--- src/rtl/can_pkg.sv ---
// ---------------------------------------------------------------------------
// can_pkg
// Shared definitions for the CAN receive sequencer:
//   - can_state_e   : field state encoding (WAIT_IDLE must stay 0, it is the
//                     reset state and the value reported on the state port)
//   - ERR_*         : err_code values
//   - CRC15_POLY    : CAN CRC15 generator polynomial
//   - LEN_*         : fixed field lengths in bits
//   - TYP_*         : typ_fr encodings
//   - crc15_step    : one-bit CRC15 update
// ---------------------------------------------------------------------------
package can_pkg;

  typedef enum logic [4:0] {
    ST_WAIT_IDLE = 5'd0,
    ST_IDLE      = 5'd1,
    ST_ID_A      = 5'd2,
    ST_SRR_RTR   = 5'd3,
    ST_IDE       = 5'd4,
    ST_R0_EDL    = 5'd5,
    ST_ID_B      = 5'd6,
    ST_RTR_B     = 5'd7,
    ST_R1_EDL    = 5'd8,
    ST_R0        = 5'd9,
    ST_DLC       = 5'd10,
    ST_DATA      = 5'd11,
    ST_CRC       = 5'd12,
    ST_CRC_DEL   = 5'd13,
    ST_ACK_SLOT  = 5'd14,
    ST_ACK_DEL   = 5'd15,
    ST_EOF       = 5'd16,
    ST_IFS       = 5'd17
  } can_state_e;

  localparam logic [1:0] ERR_STUFF = 2'd0;
  localparam logic [1:0] ERR_CRC   = 2'd1;
  localparam logic [1:0] ERR_FORM  = 2'd2;
  localparam logic [1:0] ERR_FD    = 2'd3;

  localparam logic [14:0] CRC15_POLY = 15'h4599;

  localparam int LEN_ID_A = 11;
  localparam int LEN_ID_B = 18;
  localparam int LEN_DLC  = 4;
  localparam int LEN_CRC  = 15;
  localparam int LEN_EOF  = 7;
  localparam int LEN_IFS  = 3;

  localparam logic [1:0] TYP_DATA   = 2'd0;
  localparam logic [1:0] TYP_REMOTE = 2'd1;

  // Shift one destuffed bit into the CRC register (MSB-first LFSR form).
  function automatic logic [14:0] crc15_step(input logic [14:0] crc, input logic b);
    crc15_step = {crc[13:0], 1'b0} ^ ((b ^ crc[14]) ? CRC15_POLY : 15'h0);
  endfunction

endpackage

--- src/rtl/can_frame_sequencer_if.sv ---
// ---------------------------------------------------------------------------
// can_frame_sequencer_if
// Bus-bit input and decoded-frame outputs of the CAN receive sequencer.
//   master : bit source / frame consumer (drives sp, rx_bit)
//   slave  : the sequencer (drives all frame outputs)
// Signals: sp, rx_bit (in to sequencer); state, frame_id, ide, rtr, edl,
// typ_fr, dlc, data_byte, data_valid, ack_seen, frame_ok, err, err_code (out).
// ---------------------------------------------------------------------------
interface can_frame_sequencer_if;
  logic        sp;
  logic        rx_bit;
  logic [4:0]  state;
  logic [28:0] frame_id;
  logic        ide;
  logic        rtr;
  logic        edl;
  logic [1:0]  typ_fr;
  logic [3:0]  dlc;
  logic [7:0]  data_byte;
  logic        data_valid;
  logic        ack_seen;
  logic        frame_ok;
  logic        err;
  logic [1:0]  err_code;

  modport master (
    output sp, rx_bit,
    input  state, frame_id, ide, rtr, edl, typ_fr, dlc, data_byte,
           data_valid, ack_seen, frame_ok, err, err_code
  );

  modport slave (
    input  sp, rx_bit,
    output state, frame_id, ide, rtr, edl, typ_fr, dlc, data_byte,
           data_valid, ack_seen, frame_ok, err, err_code
  );
endinterface

--- src/rtl/can_destuff.sv ---
// ---------------------------------------------------------------------------
// can_destuff
// Removes CAN stuff bits. Tracks the run of equal bits; after five equal bits
// the next bit is a stuff bit: it is swallowed, and if it does not invert the
// run a stuff error is flagged.
// Ports:
//   clk, reset      : clock, async active-high reset
//   sp_i, rx_bit_i  : sample strobe and sampled bus bit
//   en_i            : destuffing active (fields between SOF and CRC end)
//   sof_i           : this strobe is SOF; restarts the run at length 1
//   bit_valid_o     : a data (non-stuff) bit is presented this clk
//   bit_o           : the data bit
//   stuff_err_o     : stuff bit did not invert the run
// ---------------------------------------------------------------------------
module can_destuff (
  input  logic clk,
  input  logic reset,
  input  logic sp_i,
  input  logic rx_bit_i,
  input  logic en_i,
  input  logic sof_i,
  output logic bit_valid_o,
  output logic bit_o,
  output logic stuff_err_o
);

  logic [2:0] run_q, run_d;
  logic       prev_q, prev_d;

  assign bit_o = rx_bit_i;

  always_comb begin
    run_d       = run_q;
    prev_d      = prev_q;
    bit_valid_o = 1'b0;
    stuff_err_o = 1'b0;
    if (sp_i) begin
      if (sof_i) begin
        run_d  = 3'd1;
        prev_d = rx_bit_i;
      end else if (en_i) begin
        if (run_q == 3'd5) begin
          // stuff slot: consumed here, a fresh run starts at the stuff bit
          stuff_err_o = (rx_bit_i == prev_q);
          run_d       = 3'd1;
          prev_d      = rx_bit_i;
        end else begin
          bit_valid_o = 1'b1;
          run_d       = (rx_bit_i == prev_q) ? run_q + 3'd1 : 3'd1;
          prev_d      = rx_bit_i;
        end
      end
    end
  end

  always_ff @(posedge clk or posedge reset) begin
    if (reset) begin
      run_q  <= '0;
      prev_q <= 1'b0;
    end else begin
      run_q  <= run_d;
      prev_q <= prev_d;
    end
  end

endmodule

--- src/rtl/can_frame_sequencer.sv ---
// ---------------------------------------------------------------------------
// can_frame_sequencer
// Bit-level CAN receive controller. One bus bit per sp strobe; walks base and
// extended frame fields, captures ID/flags/DLC/payload, checks CRC15 and form,
// and pulses frame_ok or err.
// Ports:
//   clk, reset : clock, async active-high reset
//   bus        : can_frame_sequencer_if.slave (sp/rx_bit in, frame outputs)
// Parameters:
//   MAX_BYTES  : payload clamp for DLC > 8
//   IDLE_BITS  : recessive run that declares the bus idle
// ---------------------------------------------------------------------------
module can_frame_sequencer
  import can_pkg::*;
#(
  parameter int MAX_BYTES = 8,
  parameter int IDLE_BITS = 11
) (
  input  logic                  clk,
  input  logic                  reset,
  can_frame_sequencer_if.slave  bus
);

  localparam int         RUN_W = $clog2(IDLE_BITS + 1);
  localparam logic [3:0] MAX_N = 4'(MAX_BYTES);

  can_state_e        state_q, state_d;
  logic [6:0]        cnt_q, cnt_d;       // bits left in current field, minus 1
  logic [RUN_W-1:0]  run_q, run_d;       // recessive run while waiting for idle
  logic [28:0]       id_q, id_d;
  logic              ide_q, ide_d, rtr_q, rtr_d, srr_q, srr_d, edl_q, edl_d;
  logic [1:0]        typ_q, typ_d;
  logic [3:0]        dlc_q, dlc_d;
  logic [7:0]        sr_q, sr_d, byte_q, byte_d;
  logic              dv_q, dv_d, ack_q, ack_d, ok_q, ok_d, err_q, err_d;
  logic [1:0]        ecode_q, ecode_d;
  logic [14:0]       crc_q, crc_d, crc_rx_q, crc_rx_d;
  logic              crc_bad_q, crc_bad_d;

  logic              ds_en, ds_sof, ds_valid, ds_bit, ds_err;
  logic              start, fail;
  logic [1:0]        fcode;
  logic [3:0]        dlc_full, nbytes;

  // SOF comes from IDLE or from a dominant third IFS bit.
  assign ds_en  = (state_q >= ST_ID_A) && (state_q <= ST_CRC);
  assign ds_sof = bus.sp && !bus.rx_bit &&
                  ((state_q == ST_IDLE) || (state_q == ST_IFS && cnt_q == '0));

  can_destuff u_destuff (
    .clk         (clk),
    .reset       (reset),
    .sp_i        (bus.sp),
    .rx_bit_i    (bus.rx_bit),
    .en_i        (ds_en),
    .sof_i       (ds_sof),
    .bit_valid_o (ds_valid),
    .bit_o       (ds_bit),
    .stuff_err_o (ds_err)
  );

  // Payload length once the last DLC bit arrives; remote frames carry none.
  assign dlc_full = {dlc_q[2:0], ds_bit};
  assign nbytes   = rtr_q ? 4'd0 : ((dlc_full > MAX_N) ? MAX_N : dlc_full);

  always_comb begin
    state_d   = state_q;   cnt_d    = cnt_q;    run_d   = run_q;
    id_d      = id_q;      ide_d    = ide_q;    rtr_d   = rtr_q;
    srr_d     = srr_q;     edl_d    = edl_q;    typ_d   = typ_q;
    dlc_d     = dlc_q;     sr_d     = sr_q;     byte_d  = byte_q;
    ack_d     = ack_q;     ecode_d  = ecode_q;  crc_d   = crc_q;
    crc_rx_d  = crc_rx_q;  crc_bad_d = crc_bad_q;
    dv_d      = 1'b0;      ok_d     = 1'b0;     err_d   = 1'b0;
    start     = 1'b0;      fail     = 1'b0;     fcode   = ERR_FORM;

    case (state_q)
      ST_WAIT_IDLE: if (bus.sp) begin
        if (!bus.rx_bit) run_d = '0;
        else if (run_q == RUN_W'(IDLE_BITS - 1)) begin
          run_d   = '0;
          state_d = ST_IDLE;
        end else run_d = run_q + 1'b1;
      end

      ST_IDLE: start = ds_sof;

      ST_ID_A, ST_SRR_RTR, ST_IDE, ST_R0_EDL, ST_ID_B, ST_RTR_B,
      ST_R1_EDL, ST_R0, ST_DLC, ST_DATA, ST_CRC: begin
        if (ds_err) begin
          fail  = 1'b1;
          fcode = ERR_STUFF;
        end else if (ds_valid) begin
          cnt_d = cnt_q - 1'b1;
          if (state_q != ST_CRC) crc_d = crc15_step(crc_q, ds_bit);
          case (state_q)
            ST_ID_A: begin
              id_d[28:18] = {id_q[27:18], ds_bit};
              if (cnt_q == '0) state_d = ST_SRR_RTR;
            end
            ST_SRR_RTR: begin
              srr_d   = ds_bit;
              state_d = ST_IDE;
            end
            ST_IDE: begin
              ide_d = ds_bit;
              if (ds_bit) begin
                state_d = ST_ID_B;
                cnt_d   = 7'(LEN_ID_B - 1);
              end else begin
                // base frame: the bit after ID_A was RTR
                rtr_d   = srr_q;
                typ_d   = srr_q ? TYP_REMOTE : TYP_DATA;
                state_d = ST_R0_EDL;
              end
            end
            ST_ID_B: begin
              id_d[17:0] = {id_q[16:0], ds_bit};
              if (cnt_q == '0) state_d = ST_RTR_B;
            end
            ST_RTR_B: begin
              rtr_d   = ds_bit;
              typ_d   = ds_bit ? TYP_REMOTE : TYP_DATA;
              state_d = ST_R1_EDL;
            end
            ST_R0_EDL, ST_R1_EDL: begin
              if (ds_bit) begin
                edl_d = 1'b1;
                fail  = 1'b1;
                fcode = ERR_FD;
              end else if (state_q == ST_R0_EDL) begin
                state_d = ST_DLC;
                cnt_d   = 7'(LEN_DLC - 1);
              end else state_d = ST_R0;
            end
            ST_R0: begin
              state_d = ST_DLC;
              cnt_d   = 7'(LEN_DLC - 1);
            end
            ST_DLC: begin
              dlc_d = dlc_full;
              if (cnt_q == '0) begin
                if (nbytes == 4'd0) begin
                  state_d = ST_CRC;
                  cnt_d   = 7'(LEN_CRC - 1);
                end else begin
                  state_d = ST_DATA;
                  cnt_d   = {nbytes, 3'b000} - 7'd1;
                end
              end
            end
            ST_DATA: begin
              sr_d = {sr_q[6:0], ds_bit};
              // counter counts down from 8n-1, so byte ends land on multiples of 8
              if (cnt_q[2:0] == 3'd0) begin
                byte_d = {sr_q[6:0], ds_bit};
                dv_d   = 1'b1;
              end
              if (cnt_q == '0) begin
                state_d = ST_CRC;
                cnt_d   = 7'(LEN_CRC - 1);
              end
            end
            ST_CRC: begin
              crc_rx_d = {crc_rx_q[13:0], ds_bit};
              if (cnt_q == '0) begin
                crc_bad_d = ({crc_rx_q[13:0], ds_bit} != crc_q);
                state_d   = ST_CRC_DEL;
              end
            end
            default: ;
          endcase
        end
      end

      ST_CRC_DEL: if (bus.sp) begin
        if (crc_bad_q) begin
          fail  = 1'b1;
          fcode = ERR_CRC;
        end else if (!bus.rx_bit) fail = 1'b1;
        else state_d = ST_ACK_SLOT;
      end

      ST_ACK_SLOT: if (bus.sp) begin
        ack_d   = !bus.rx_bit;
        state_d = ST_ACK_DEL;
      end

      ST_ACK_DEL: if (bus.sp) begin
        if (!bus.rx_bit) fail = 1'b1;
        else begin
          state_d = ST_EOF;
          cnt_d   = 7'(LEN_EOF - 1);
        end
      end

      ST_EOF: if (bus.sp) begin
        if (!bus.rx_bit) fail = 1'b1;
        else if (cnt_q == '0) begin
          ok_d    = 1'b1;
          state_d = ST_IFS;
          cnt_d   = 7'(LEN_IFS - 1);
        end else cnt_d = cnt_q - 1'b1;
      end

      ST_IFS: if (bus.sp) begin
        if (!bus.rx_bit) begin
          if (cnt_q != '0) fail = 1'b1;
          else start = 1'b1;
        end else if (cnt_q == '0) state_d = ST_IDLE;
        else cnt_d = cnt_q - 1'b1;
      end

      default: state_d = ST_WAIT_IDLE;
    endcase

    if (start) begin
      id_d      = '0;   dlc_d = '0;   ide_d = 1'b0;  rtr_d = 1'b0;
      srr_d     = 1'b0; edl_d = 1'b0; typ_d = TYP_DATA;
      ack_d     = 1'b0; crc_d = '0;   crc_bad_d = 1'b0;
      state_d   = ST_ID_A;
      cnt_d     = 7'(LEN_ID_A - 1);
    end

    if (fail) begin
      err_d   = 1'b1;
      ecode_d = fcode;
      state_d = ST_WAIT_IDLE;
      run_d   = '0;
    end
  end

  always_ff @(posedge clk or posedge reset) begin
    if (reset) begin
      state_q <= ST_WAIT_IDLE; cnt_q <= '0;   run_q <= '0;
      id_q    <= '0;   ide_q  <= 1'b0; rtr_q <= 1'b0; srr_q <= 1'b0;
      edl_q   <= 1'b0; typ_q  <= '0;   dlc_q <= '0;   sr_q  <= '0;
      byte_q  <= '0;   dv_q   <= 1'b0; ack_q <= 1'b0; ok_q  <= 1'b0;
      err_q   <= 1'b0; ecode_q <= '0;  crc_q <= '0;   crc_rx_q <= '0;
      crc_bad_q <= 1'b0;
    end else begin
      state_q <= state_d; cnt_q <= cnt_d;   run_q <= run_d;
      id_q    <= id_d;    ide_q <= ide_d;   rtr_q <= rtr_d; srr_q <= srr_d;
      edl_q   <= edl_d;   typ_q <= typ_d;   dlc_q <= dlc_d; sr_q  <= sr_d;
      byte_q  <= byte_d;  dv_q  <= dv_d;    ack_q <= ack_d; ok_q  <= ok_d;
      err_q   <= err_d;   ecode_q <= ecode_d; crc_q <= crc_d; crc_rx_q <= crc_rx_d;
      crc_bad_q <= crc_bad_d;
    end
  end

  assign bus.state      = state_q;
  assign bus.frame_id   = id_q;
  assign bus.ide        = ide_q;
  assign bus.rtr        = rtr_q;
  assign bus.edl        = edl_q;
  assign bus.typ_fr     = typ_q;
  assign bus.dlc        = dlc_q;
  assign bus.data_byte  = byte_q;
  assign bus.data_valid = dv_q;
  assign bus.ack_seen   = ack_q;
  assign bus.frame_ok   = ok_q;
  assign bus.err        = err_q;
  assign bus.err_code   = ecode_q;

endmodule

--- src/flat_wrapper.sv ---
// flat-port wrapper written by rule: the top's interface ports become plain ports
module can_frame_sequencer_flat import can_pkg::*;
#(
  parameter int MAX_BYTES = 8,
  parameter int IDLE_BITS = 11
)
  (clk, reset, bus_sp, bus_rx_bit, bus_state, bus_frame_id, bus_ide, bus_rtr, bus_edl, bus_typ_fr, bus_dlc, bus_data_byte, bus_data_valid, bus_ack_seen, bus_frame_ok, bus_err, bus_err_code);
  can_frame_sequencer_if bus_i ();
  input  logic clk;
  input  logic reset;
  input wire logic [$bits(bus_i.sp)-1:0] bus_sp;
  input wire logic [$bits(bus_i.rx_bit)-1:0] bus_rx_bit;
  output wire logic [$bits(bus_i.state)-1:0] bus_state;
  output wire logic [$bits(bus_i.frame_id)-1:0] bus_frame_id;
  output wire logic [$bits(bus_i.ide)-1:0] bus_ide;
  output wire logic [$bits(bus_i.rtr)-1:0] bus_rtr;
  output wire logic [$bits(bus_i.edl)-1:0] bus_edl;
  output wire logic [$bits(bus_i.typ_fr)-1:0] bus_typ_fr;
  output wire logic [$bits(bus_i.dlc)-1:0] bus_dlc;
  output wire logic [$bits(bus_i.data_byte)-1:0] bus_data_byte;
  output wire logic [$bits(bus_i.data_valid)-1:0] bus_data_valid;
  output wire logic [$bits(bus_i.ack_seen)-1:0] bus_ack_seen;
  output wire logic [$bits(bus_i.frame_ok)-1:0] bus_frame_ok;
  output wire logic [$bits(bus_i.err)-1:0] bus_err;
  output wire logic [$bits(bus_i.err_code)-1:0] bus_err_code;
  assign bus_i.sp = bus_sp;
  assign bus_i.rx_bit = bus_rx_bit;
  assign bus_state = bus_i.state;
  assign bus_frame_id = bus_i.frame_id;
  assign bus_ide = bus_i.ide;
  assign bus_rtr = bus_i.rtr;
  assign bus_edl = bus_i.edl;
  assign bus_typ_fr = bus_i.typ_fr;
  assign bus_dlc = bus_i.dlc;
  assign bus_data_byte = bus_i.data_byte;
  assign bus_data_valid = bus_i.data_valid;
  assign bus_ack_seen = bus_i.ack_seen;
  assign bus_frame_ok = bus_i.frame_ok;
  assign bus_err = bus_i.err;
  assign bus_err_code = bus_i.err_code;
  can_frame_sequencer #(.MAX_BYTES(MAX_BYTES), .IDLE_BITS(IDLE_BITS)) u_core (.clk(clk), .reset(reset), .bus(bus_i));
endmodule
--- config.mk ---
export PLATFORM = sky130hd
export DESIGN_NAME = can_frame_sequencer_flat
export DESIGN_NICKNAME = d
export VERILOG_FILES = /design/src/rtl/can_pkg.sv /design/src/rtl/can_frame_sequencer_if.sv /design/src/rtl/can_destuff.sv /design/src/rtl/can_frame_sequencer.sv /design/src/flat_wrapper.sv
export SDC_FILE = /design/constraint.sdc
export NUM_CORES = 1
export LEC_CHECK = 0
export BUFFER_PORTS_ARGS = -buffer_cell sky130_fd_sc_hd__buf_2
export CAP_MARGIN = 20
export CORE_MARGIN = 1
export CORE_UTILIZATION = 39
export CTS_BUF_LIST = sky130_fd_sc_hd__clkbuf_2 sky130_fd_sc_hd__clkbuf_4 sky130_fd_sc_hd__clkbuf_8
export CTS_CLUSTER_SIZE = 40
export DETAILED_ROUTE_END_ITERATION = 10
export GPL_TIMING_DRIVEN = 0
export PLACE_DENSITY = 0.6
export SYNTH_ARGS = -nofsm -noshare
export SYNTH_HDL_FRONTEND = slang
export SYNTH_SLANG_ARGS = --single-unit
--- constraint.sdc ---
create_clock -name clk -period 4.01 [get_ports clk]
set_input_delay 0.6015 -clock clk [delete_from_list [all_inputs] [get_ports clk]]
set_output_delay 0.6015 -clock clk [all_outputs]
set_load 0.02 [all_outputs]
-- Word-level counts from Yosys, hierarchy flattened
Cells that the tools add are included.
- register bits: 110
- bits in latches: 0
- bits in writable memories: 0
- ROM bits: 0
- input port bits: 4
- output and inout port bits: 57
- logic and storage cells: 300
- memories: 0
- add/subtract/negate cells: 4
- $mul: 0
- div/mod/pow operators: 0
- magnitude comparators: 3
- equality and inequality tests: 58
- shift operators: 0
- mux-type cells: 159
- bitwise operators: 3
- reduce and logical (&&, ||, !) cells: 50
- operators by type and width (cell ; number):
    5-bit two-way mux ; 25
    7-bit two-way mux ; 17
    29-bit two-way mux ; 4
    15-bit two-way mux ; 6
    1-bit two-way mux ; 67
    5-bit case mux with 10 select lines ; 1
    4-bit two-way mux ; 12
    4-bit by 2-bit != test with 1-bit output (second input constant) ; 12
    5-bit by 4-bit == test with 1-bit output (second input constant) ; 8
    5-bit case mux with 8 select lines ; 1
    7-bit case mux with 5 select lines ; 1
    2-bit nonzero test ; 17
    4-bit AND reduction ; 8
    7-bit case mux with 4 select lines ; 1
    5-bit by 2-bit != test with 1-bit output (second input constant) ; 5
    25-bit AND reduction ; 1
    2-bit two-way mux ; 12
    3-bit by 2-bit != test with 1-bit output (second input constant) ; 8
    5-bit by 3-bit == test with 1-bit output (second input constant) ; 4
    5-bit AND reduction ; 4
    18-bit two-way mux ; 1
    3-bit two-way mux ; 5
    15-bit != test ; 1
    15-bit bitwise XOR ; 1
    40 further kinds ; 55

-- Logic depth before layout (Yosys ltp)
Gate-level depths: netlist (run 1).
- depth after elaboration: 12
- depth in mapped cells: 10
- mapped depth without buffers: 8

-- Modules after synthesis
From an unflattened synthesis (run 1), not the netlist that was laid out.
- cells, all modules: 618
- area total of the unflattened synthesis: 5803.1 sq um
- by module, submodules not included (module ; times used ; cells each ; area an instance (sq um)):
    can_frame_sequencer ; 1 ; 589 ; 5541.6
    can_destuff ; 1 ; 29 ; 261.5

-- Worst setup path before layout (run 1)
Ideal clock, no wire load.
- path kind: register -> register
- start: reg u_core.state_q[2], in the netlist u_core.bus.state[2]
- end: reg u_core.cnt_q[3]
- setup time: 0.124 ns
- arrival: 2.179 ns
- required time: 3.886 ns
- path slack: 1.707 ns
- cell stages (with the launch flop): 8
- cells stage by stage: dfrtp_1 buf_2 or4b_4 o21ai_2 a32oi_1 or3_4 buf_6 a211o_1
- cells in the longest elaborated chain, start to end: 8
- elaborated cells between the ends (all ways): 48
- RTL lines (what ; line ; text):
    start, declared ; can_frame_sequencer.sv:27 ; can_state_e state_q, state_d;
    start signal, assigned ; can_frame_sequencer.sv:241 ; state_q <= state_d; cnt_q <= cnt_d; run_q <= run_d;
    5-bit by 3-bit == test with 1-bit output or 5-bit == test (tied branches) ; -- ;
    7-bit two-way mux or 1-bit logical AND (tied branches) ; can_frame_sequencer.sv:130, can_frame_sequencer.sv:48 ;
    7-bit two-way mux or 1-bit logical OR (tied branches) ; can_frame_sequencer.sv:126, can_frame_sequencer.sv:48 ;
    7-bit case mux with 5 select lines or 1-bit logical AND (tied branches) ; can_frame_sequencer.sv:95, can_frame_sequencer.sv:47 ;
    7-bit two-way mux or 1-bit two-way mux (tied branches) ; can_frame_sequencer.sv:92, can_destuff.sv:38 ;
    7-bit two-way mux or 1-bit two-way mux (tied branches) ; can_frame_sequencer.sv:89, can_destuff.sv:37 ;
    7-bit case mux with 4 select lines (tied with other cells) ; can_frame_sequencer.sv:76 ; case (state_q)
    7-bit two-way mux or 10-bit AND reduction (tied branches) ; -- ;
    end signal, assigned ; can_frame_sequencer.sv:241 ;
    end, declared ; can_frame_sequencer.sv:28 ; logic [6:0] cnt_q, cnt_d;
Several ways; a longest one is shown, not always the timed one. The select of a mux whose other input is x is not followed.
A chain may end at the register's enable or synchronous reset.

-- Worst setup path in the final report (run 1)
- start: reg u_core.cnt_q[0]
- end: reg u_core.crc_q[3]
- cells in the longest elaborated chain, start to end: 8
- elaborated cells between the ends (all ways): 19
- RTL lines (what ; line ; text):
    branches (longest 8 deep; another with 7-bit nonzero test) ; -- ;
    end signal, assigned ; can_frame_sequencer.sv:245 ; err_q <= err_d; ecode_q <= ecode_d; crc_q <= crc_d; crc_rx_q <= crc_rx_d;
    end, declared ; can_frame_sequencer.sv:37 ; logic [14:0] crc_q, crc_d, crc_rx_q, crc_rx_d;
Parallel ways; which one is timed is not known.

==> flow_summary.yaml, run 1 <==
pwr:
  swShare: 0.447
  share_of_total_power_in_the_clock_network: 0.162
  p_leak_nw: 3.08
  power_density_mw_per_mm2: 741
  internal_power_mw: 2.72
  power.net_switching_mw: 2.20
  combPwrFrac: 0.510
  peakVddDrop_mv: 0.367
  share_seq_of_total_power: 0.328
  totalPowerFinal_mw: 4.91
clocking:
  cts_tree: "done"
  cts.root.buffer_cell: "sky130_fd_sc_hd__clkbuf_8"
  clk_pin_slew_worst_paths_ns: 0.10
  post_cts.resized_instances: 0
  clock_path_buffers: 2
  number_of_h_tree_branching_levels: 3
  insertion_delay_ns: 0.39
  numClockSinks: 108
  cts_setup_buffers: 0
  cts.hold.buffers_added: 0
  cts_made_buffers: 9
global_routing:
  pin_count_of_the_biggest_net_entering_global_routing: 59
  globalRouteOverflowTotal: 0
  antenna_found_initial: 0
  first_global_vias: 4770
  grt_use_total: 0.205
  first_pass_grt_wire_length_um: 25400
floorplan:
  core_mm2: 0.0145
  die_height_um: 124
  boundaryPins: 61
  fp.dieW_um: 124
  fp-row-count: 44
  die_area_mm2: 0.0154
  floorplan.initialDensity: 0.401
logic_synthesis:
  syn-instance-count: 632
  synth_top_flop_cell: "sky130_fd_sc_hd__dfrtp_1"
  synthDominantCellAreaShare: 0.464
  post_synth.cell_area_avg_um2: 9.22
  yosys.cell_types.count: 74
  synth_nets: 643
  post_synthesis_register_bit_count: 108
  post_synth_instance_area_mm2: 0.00583
  ys.warnings.count: 0
  synth_edf_count: 0
  ys_top_cells_by_count: "sky130_fd_sc_hd__dfrtp_1 (108), sky130_fd_sc_hd__nand2_1 (103), sky130_fd_sc_hd__o21ai_0 (55)"
  synth.top_cells.by_area: "sky130_fd_sc_hd__dfrtp_1 (46%), sky130_fd_sc_hd__nand2_1 (6.6%), sky130_fd_sc_hd__mux2_2 (5.6%), sky130_fd_sc_hd__o21ai_0 (4.7%), sky130_fd_sc_hd__a21oi_1 (3.8%)"
  seq_area_frac_synth: 0.464
  cell_taking_the_most_area_after_synthesis: "sky130_fd_sc_hd__dfrtp_1"
  synth_async_sr_flop_share: 1.00
  most_instantiated_library_cell_after_synthesis: "sky130_fd_sc_hd__dfrtp_1"
routing:
  remaining_antenna_violation_count: 0
  detail_route.drc_violations: 0
  pre_repair_dr_iteration_count: 5
  detail_route.wirelength_um: 15100
  avgViaCountPerCell: 5.56
  drt_first_iter_violations: 327
  num_vias: 4958
  avgRoutedWirePerCell_um: 16.9
sta:
  max-slew-margin-rel: 0.493
  setup_viol: 0
  hold_violations: 0
  finalWorstPathRequiredPeriod_ns: 3.17
  finalClockSkew_ns: 0.0150
  drv_slew: 0
  max_freq_mhz: 316
  finalCritPeriodShare: 0.790
  worst_margin_pin_slew_ns: 0.760
  grt_setup_unrepaired: "no"
  post-route-worst-setup-slack_ns: 0.841
placement:
  placement.setup.worst_slack_ns: 0.812
  dp_hpwl_um: 11200
  globalplace.congestion: 0.943
  place.port_buffers: 59
critical_path:
  delay_of_the_slowest_critical_path_stage_ns: 0.60
  worstPathCellList: "inv_1 -> ha_1 -> nor3b_2 -> nand2_1 -> a21oi_1 -> clkbuf_1 -> buf_1 -> nor2_1"
  setup.worst_path.start_class: "flip-flop"
  timing_worst_setup_path_type: "reg2reg"
  critPathSlowestCell: "sky130_fd_sc_hd__a21oi_1"
  setup.worst_path.end_class: "flip-flop"
  arrival_ns: 3.43
  required_ns: 4.27
  worst-path-max-fanout: 10
cells_and_area:
  fillCellCount: 1439
  num_antenna_cells: 0
  finalCoreUtilization: 0.456
  fin_nets: 714
  drive_gt1_frac: 0.196
  layout-area-overhead-vs-synth_pct: 13.7
min_path:
  hold_path.class: "in2async"
flow_run:
  max_cap_viol_count: 0
outcome:
  run_status: "finished clean"
## cell families (layout without fill, tap and decap cells)
group	count (synthesis)	in the layout	synth area share
AOI/OAI and AO/OA	160	160	0.176
xor gates and xnor gates	27	27	0.0406
adders and majority gates	7	7	0.0150
buffers and inverters	56	132	0.0434
DFF	108	108	0.464
muxes	33	33	0.0629
other	1	1	0.000644
and+or+nand+nor	240	240	0.198
## critical path: cells and delay by family, from the launching register on
family / cells / cell delay, ns
adder cells (fa/ha/maj): 1 / 0.23
flip-flops: 1 / 0.41
buffers and inverters: 3 / 1.14
AND/OR/NAND/NOR: 3 / 0.66
AO/OA/AOI/OAI: 1 / 0.60
## metal layers
| metal | vias to the layer above | global-route usage | wire [µm] |
|---|---|---|---|
| met1 | 2403 | 0.282 | 6850 |
| li1 | 2372 | - | - |
| met4 | 0 | 0.0886 | 461 |
| met2 | 148 | 0.314 | 7010 |
| met5 | - | 0 | 0 |
| met3 | 35 | 0.0414 | 741 |
## worst paths after layout
check                           cells past startpoint  slack, ns                      end                    start
worst min-delay path                                2       0.29   u_core.bus.frame_id[4]                    reset
worst max register to register                      8       0.84          u_core.crc_q[3]          u_core.cnt_q[0]
worst min register to register                      2       0.49  u_core.bus.frame_id[28]  u_core.bus.frame_id[28]
max in group asynchronous                           3       3.02          u_core.run_q[3]                    reset
worst max-delay path                                8       0.84          u_core.crc_q[3]          u_core.cnt_q[0]
min in group clk                                    2       0.49  u_core.bus.frame_id[28]  u_core.bus.frame_id[28]
## layout make-up
class / count / area (µm²) / area share
multi-input combinational: 468 / 2870 / 0.433
clock buffer: 9 / 124 / 0.0187
inverter: 14 / 55.1 / 0.00831
clock inverter: 7 / 120 / 0.0181
timing repair buffer: 60 / 323 / 0.0487
sequential: 108 / 2700 / 0.408
buffer: 42 / 200 / 0.0302
tap: 184 / 230 / 0.0347
## stage by stage
stage / TNS, ns / area (µm²) / std cells / hold slack, ns
2_1_floorplan: 0 / 5830 / 632 / 0.464
3_3_place_gp: -63.49 / 6350 / 875 / 0.456
3_5_place_dp: 0 / 6380 / 876 / 0.471
4_1_cts: 0 / 6630 / 892 / 0.304
5_1_grt: 0 / 6630 / 892 / 0.338
6_report: 0 / 6630 / 892 / 0.292
## power groups by stage
| stage | logic (mW) | registers [mW] | clock network [mW] |
|---|---|---|---|
| 3_3_place_gp | 2.46 | 1.62 | 0 |
| 4_1_cts | 2.49 | 1.61 | 0.822 |
| 6_report | 2.51 | 1.61 | 0.794 |
| 3_5_place_dp | 2.48 | 1.63 | 0 |
| 5_1_grt | 2.79 | 1.65 | 0.863 |
| 2_1_floorplan | 1.73 | 1.71 | 0 |
## registers in the layout (all words and copies together), names as in the netlist, 2 cells and up
signal                  cells
u_core.run_q                4
u_core.cnt_q                7
u_core.bus.state            5
u_core.bus.data_byte        8
u_core.bus.err_code         2
u_core.bus.dlc              4
u_core.u_destuff.run_q      3
u_core.sr_q                 7
u_core.crc_rx_q            14
u_core.bus.frame_id        29
u_core.crc_q               15
## placed cells by master (no fill, tap or decap), types with 17 or more instances in the layout
master                     count
sky130_fd_sc_hd__o21ai_0      55
sky130_fd_sc_hd__mux2_2       29
sky130_fd_sc_hd__clkbuf_1     19
sky130_fd_sc_hd__nand2_1     103
sky130_fd_sc_hd__nand3_1      24
sky130_fd_sc_hd__dfrtp_1     108
sky130_fd_sc_hd__nor2_1       45
sky130_fd_sc_hd__xor2_1       17
sky130_fd_sc_hd__a21oi_1      44
sky130_fd_sc_hd__buf_2        72
Power figures use the tool's default switching activity.
==> inputs of run 2 (changes only) <==
Settings changed: PLACE_DENSITY 0.6 to 0.62.
Clock period 4.01 ns to 2.57 ns, I/O delays scaled along.
==> run 2 against run 1 <==
Compared with the run above:
- cell count increased by 0.56%
- first-iteration DRC count increased by 15%
- critical endpoint is now u_core.cnt_q[3]
- combinational power increased by 64%
- design area increased by 1.8%
- sequential power increased by 58%
- sequential share of layout area decreased by 0.67 points
- critical path type unchanged
- non-clock buffer count increased by 4
- via count increased by 2.9%
==> flow_summary.yaml, run 2 (synthesis results as in run 1) <==
outcome:
  run_status: "finished clean"
placement:
  globalplace.congestion: 0.927
  dp_hpwl_um: 11500
  placement.setup.worst_slack_ns: -0.581
  place.port_buffers: 59
critical_path:
  setup.worst_path.end_class: "flip-flop"
  r2r_start: "u_core.bus.state[2]"
  worst-path-max-fanout: 10
  rr_worst_depth: 7
  arrival_ns: 2.77
  required_ns: 2.85
  timing_worst_setup_path_type: "reg2reg"
  endpoint_of_the_lowest_slack_register_to_register_path: "u_core.cnt_q[3]"
  setup.worst_path.start_class: "flip-flop"
  setup.reg_to_reg.worst_slack_ns: 0.09
global_routing:
  first_pass_grt_wire_length_um: 26000
  grt_use_total: 0.212
  pin_count_of_the_biggest_net_entering_global_routing: 43
  antenna_found_initial: 1
  first_global_vias: 4912
  globalRouteOverflowTotal: 0
clocking:
  clock_path_buffers: 2
  cts.root.buffer_cell: "sky130_fd_sc_hd__clkbuf_8"
  insertion_delay_ns: 0.40
  numClockSinks: 108
  cts_tree: "done"
  cts.hold.buffers_added: 0
  clk_pin_slew_worst_paths_ns: 0.12
  number_of_h_tree_branching_levels: 3
  cts_made_buffers: 9
floorplan:
  fp.dieW_um: 124
  fp-row-count: 44
  floorplan.initialDensity: 0.401
  die_area_mm2: 0.0154
  core_mm2: 0.0145
  die_height_um: 124
  boundaryPins: 61
cells_and_area:
  most-common-layout-cells: "sky130_fd_sc_hd__dfrtp_1 (106), sky130_fd_sc_hd__nand2_1 (103), sky130_fd_sc_hd__buf_2 (72), sky130_fd_sc_hd__o21ai_0 (55), sky130_fd_sc_hd__nor2_1 (44)"
  largest_reg_flops: 29
  layout-area-overhead-vs-synth_pct: 15.7
  drive_gt1_frac: 0.236
  layout_commonest_cell: "sky130_fd_sc_hd__dfrtp_1"
  area.sequential_mm2: 0.00271
  area_of_combinational_cells_with_multiple_inputs_mm2: 0.00296
  fillCellCount: 1402
  fin_nets: 718
flow_run:
  max_cap_viol_count: 0
min_path:
  hold_path.class: "in2async"
pwr:
  share_seq_of_total_power: 0.326
  p_leak_nw: 3.13
  combPwrFrac: 0.530
  share_of_total_power_in_the_clock_network: 0.144
  totalPowerFinal_mw: 7.78
  power.net_switching_mw: 3.62
  peakVddDrop_mv: 0.532
  swShare: 0.466
  internal_power_mw: 4.16
  power_density_mw_per_mm2: 1150
sta:
  max-slew-margin-rel: 0.501
  post-route-worst-setup-slack_ns: 0.0854
  grt_setup_unrepaired: "no"
  finalWorstPathRequiredPeriod_ns: 2.48
  fin_worst_hold_slack_ns: 0.0857
  finalCritPeriodShare: 0.967
  worst_margin_pin_slew_ns: 0.748
  max_freq_mhz: 402
  hold_violations: 0
  drv_slew: 0
  setup_viol: 0
  finalClockSkew_ns: 0.0249
  setup_tns_ns: 0
routing:
  avgRoutedWirePerCell_um: 17.7
  detail_route.drc_violations: 0
  pre_repair_dr_iteration_count: 6
  drt_first_iter_violations: 375
  avgViaCountPerCell: 5.69
  remaining_antenna_violation_count: 0
  num_vias: 5102
  detail_route.wirelength_um: 15900
==> run 2: cell types whose count changed in the layout (fill, tap and decap cells not counted), sizes merged <==
cell	change
bufinv	-2
diode	+1
clkinvlp	+1
buf	+1
clkbuf	+3
clkinv	+3
inv	-2
==> run 2: per-stage QoR <==
stage / cells / util / instance area, µm²
2_1_floorplan: 632 / - / 5830
3_3_place_gp: 875 / 0.437 / 6360
5_1_grt: 896 / 0.464 / 6740
3_5_place_dp: 877 / 0.440 / 6400
6_report: 897 / 0.464 / 6740
4_1_cts: 894 / 0.458 / 6650
==> run 2: worst max-delay path by stage <==
stage,cells past startpoint,slack [ns],endpoint,start
3_5_place_dp,8,-0.58,u_core.crc_q[3],u_core.cnt_q[0]
4_1_cts,8,0.02,u_core.bus.state[1],u_core.cnt_q[0]
3_3_place_gp,8,-0.56,u_core.bus.edl,u_core.cnt_q[0]
6_report,7,0.09,u_core.cnt_q[3],u_core.bus.state[2]
5_1_grt,8,0.01,u_core.cnt_q[3],u_core.bus.state[3]
2_1_floorplan,7,0.27,u_core.cnt_q[3],u_core.bus.state[2]
==> run 2: what timing repair did <==
| item | in CTS | in global routing |
|---|---|---|
| gates resized for setup | 12 | 28 |
| pin swaps | 1 | 2 |
| gates cloned | 0 | 0 |
| endpoints found under the setup margin | 69 | 78 |
| setup buffers | 1 | 2 |
==> run 2: power groups by stage <==
| stage | Combinational, mW | Sequential [mW] | Clock [mW] |
|---|---|---|---|
| final | 4.12 | 2.54 | 1.12 |
| after global routing | 4.51 | 2.60 | 1.21 |
| after CTS | 3.97 | 2.52 | 1.15 |
| after detailed placement | 3.88 | 2.55 | 0 |
| after global placement | 3.83 | 2.52 | 0 |
| after floorplan | 2.70 | 2.66 | 0 |
==> run 2: routing by layer <==
metal  part of all wire  GRT usage  up-vias
li1                   -          -     2375
met1               0.45      0.286     2499
met2               0.46      0.324      184
met3              0.066     0.0418       44
met4              0.030      0.107        0
met5                  0          0        -
==> run 2: critical path: stages, from the launching register on <==
cell and delay (ns):
sky130_fd_sc_hd__dfrtp_1 0.44, sky130_fd_sc_hd__clkbuf_4 0.20, sky130_fd_sc_hd__or4b_4 0.59, sky130_fd_sc_hd__o21ai_2 0.12
sky130_fd_sc_hd__a32oi_1 0.15, sky130_fd_sc_hd__or3_4 0.43, sky130_fd_sc_hd__buf_6 0.15, sky130_fd_sc_hd__a211o_1 0.28
==> run 2: area by class of cell <==
cell class / count / share of cell area
Sequential cell: 108 / 0.401
Multi-Input combinational cell: 468 / 0.438
Antenna cell: 1 / 0.000371
Clock buffer: 9 / 0.0184
Buffer: 42 / 0.0332
Clock inverter: 7 / 0.0130
Tap cell: 184 / 0.0341
Timing Repair Buffer: 64 / 0.0531
Inverter: 14 / 0.00835
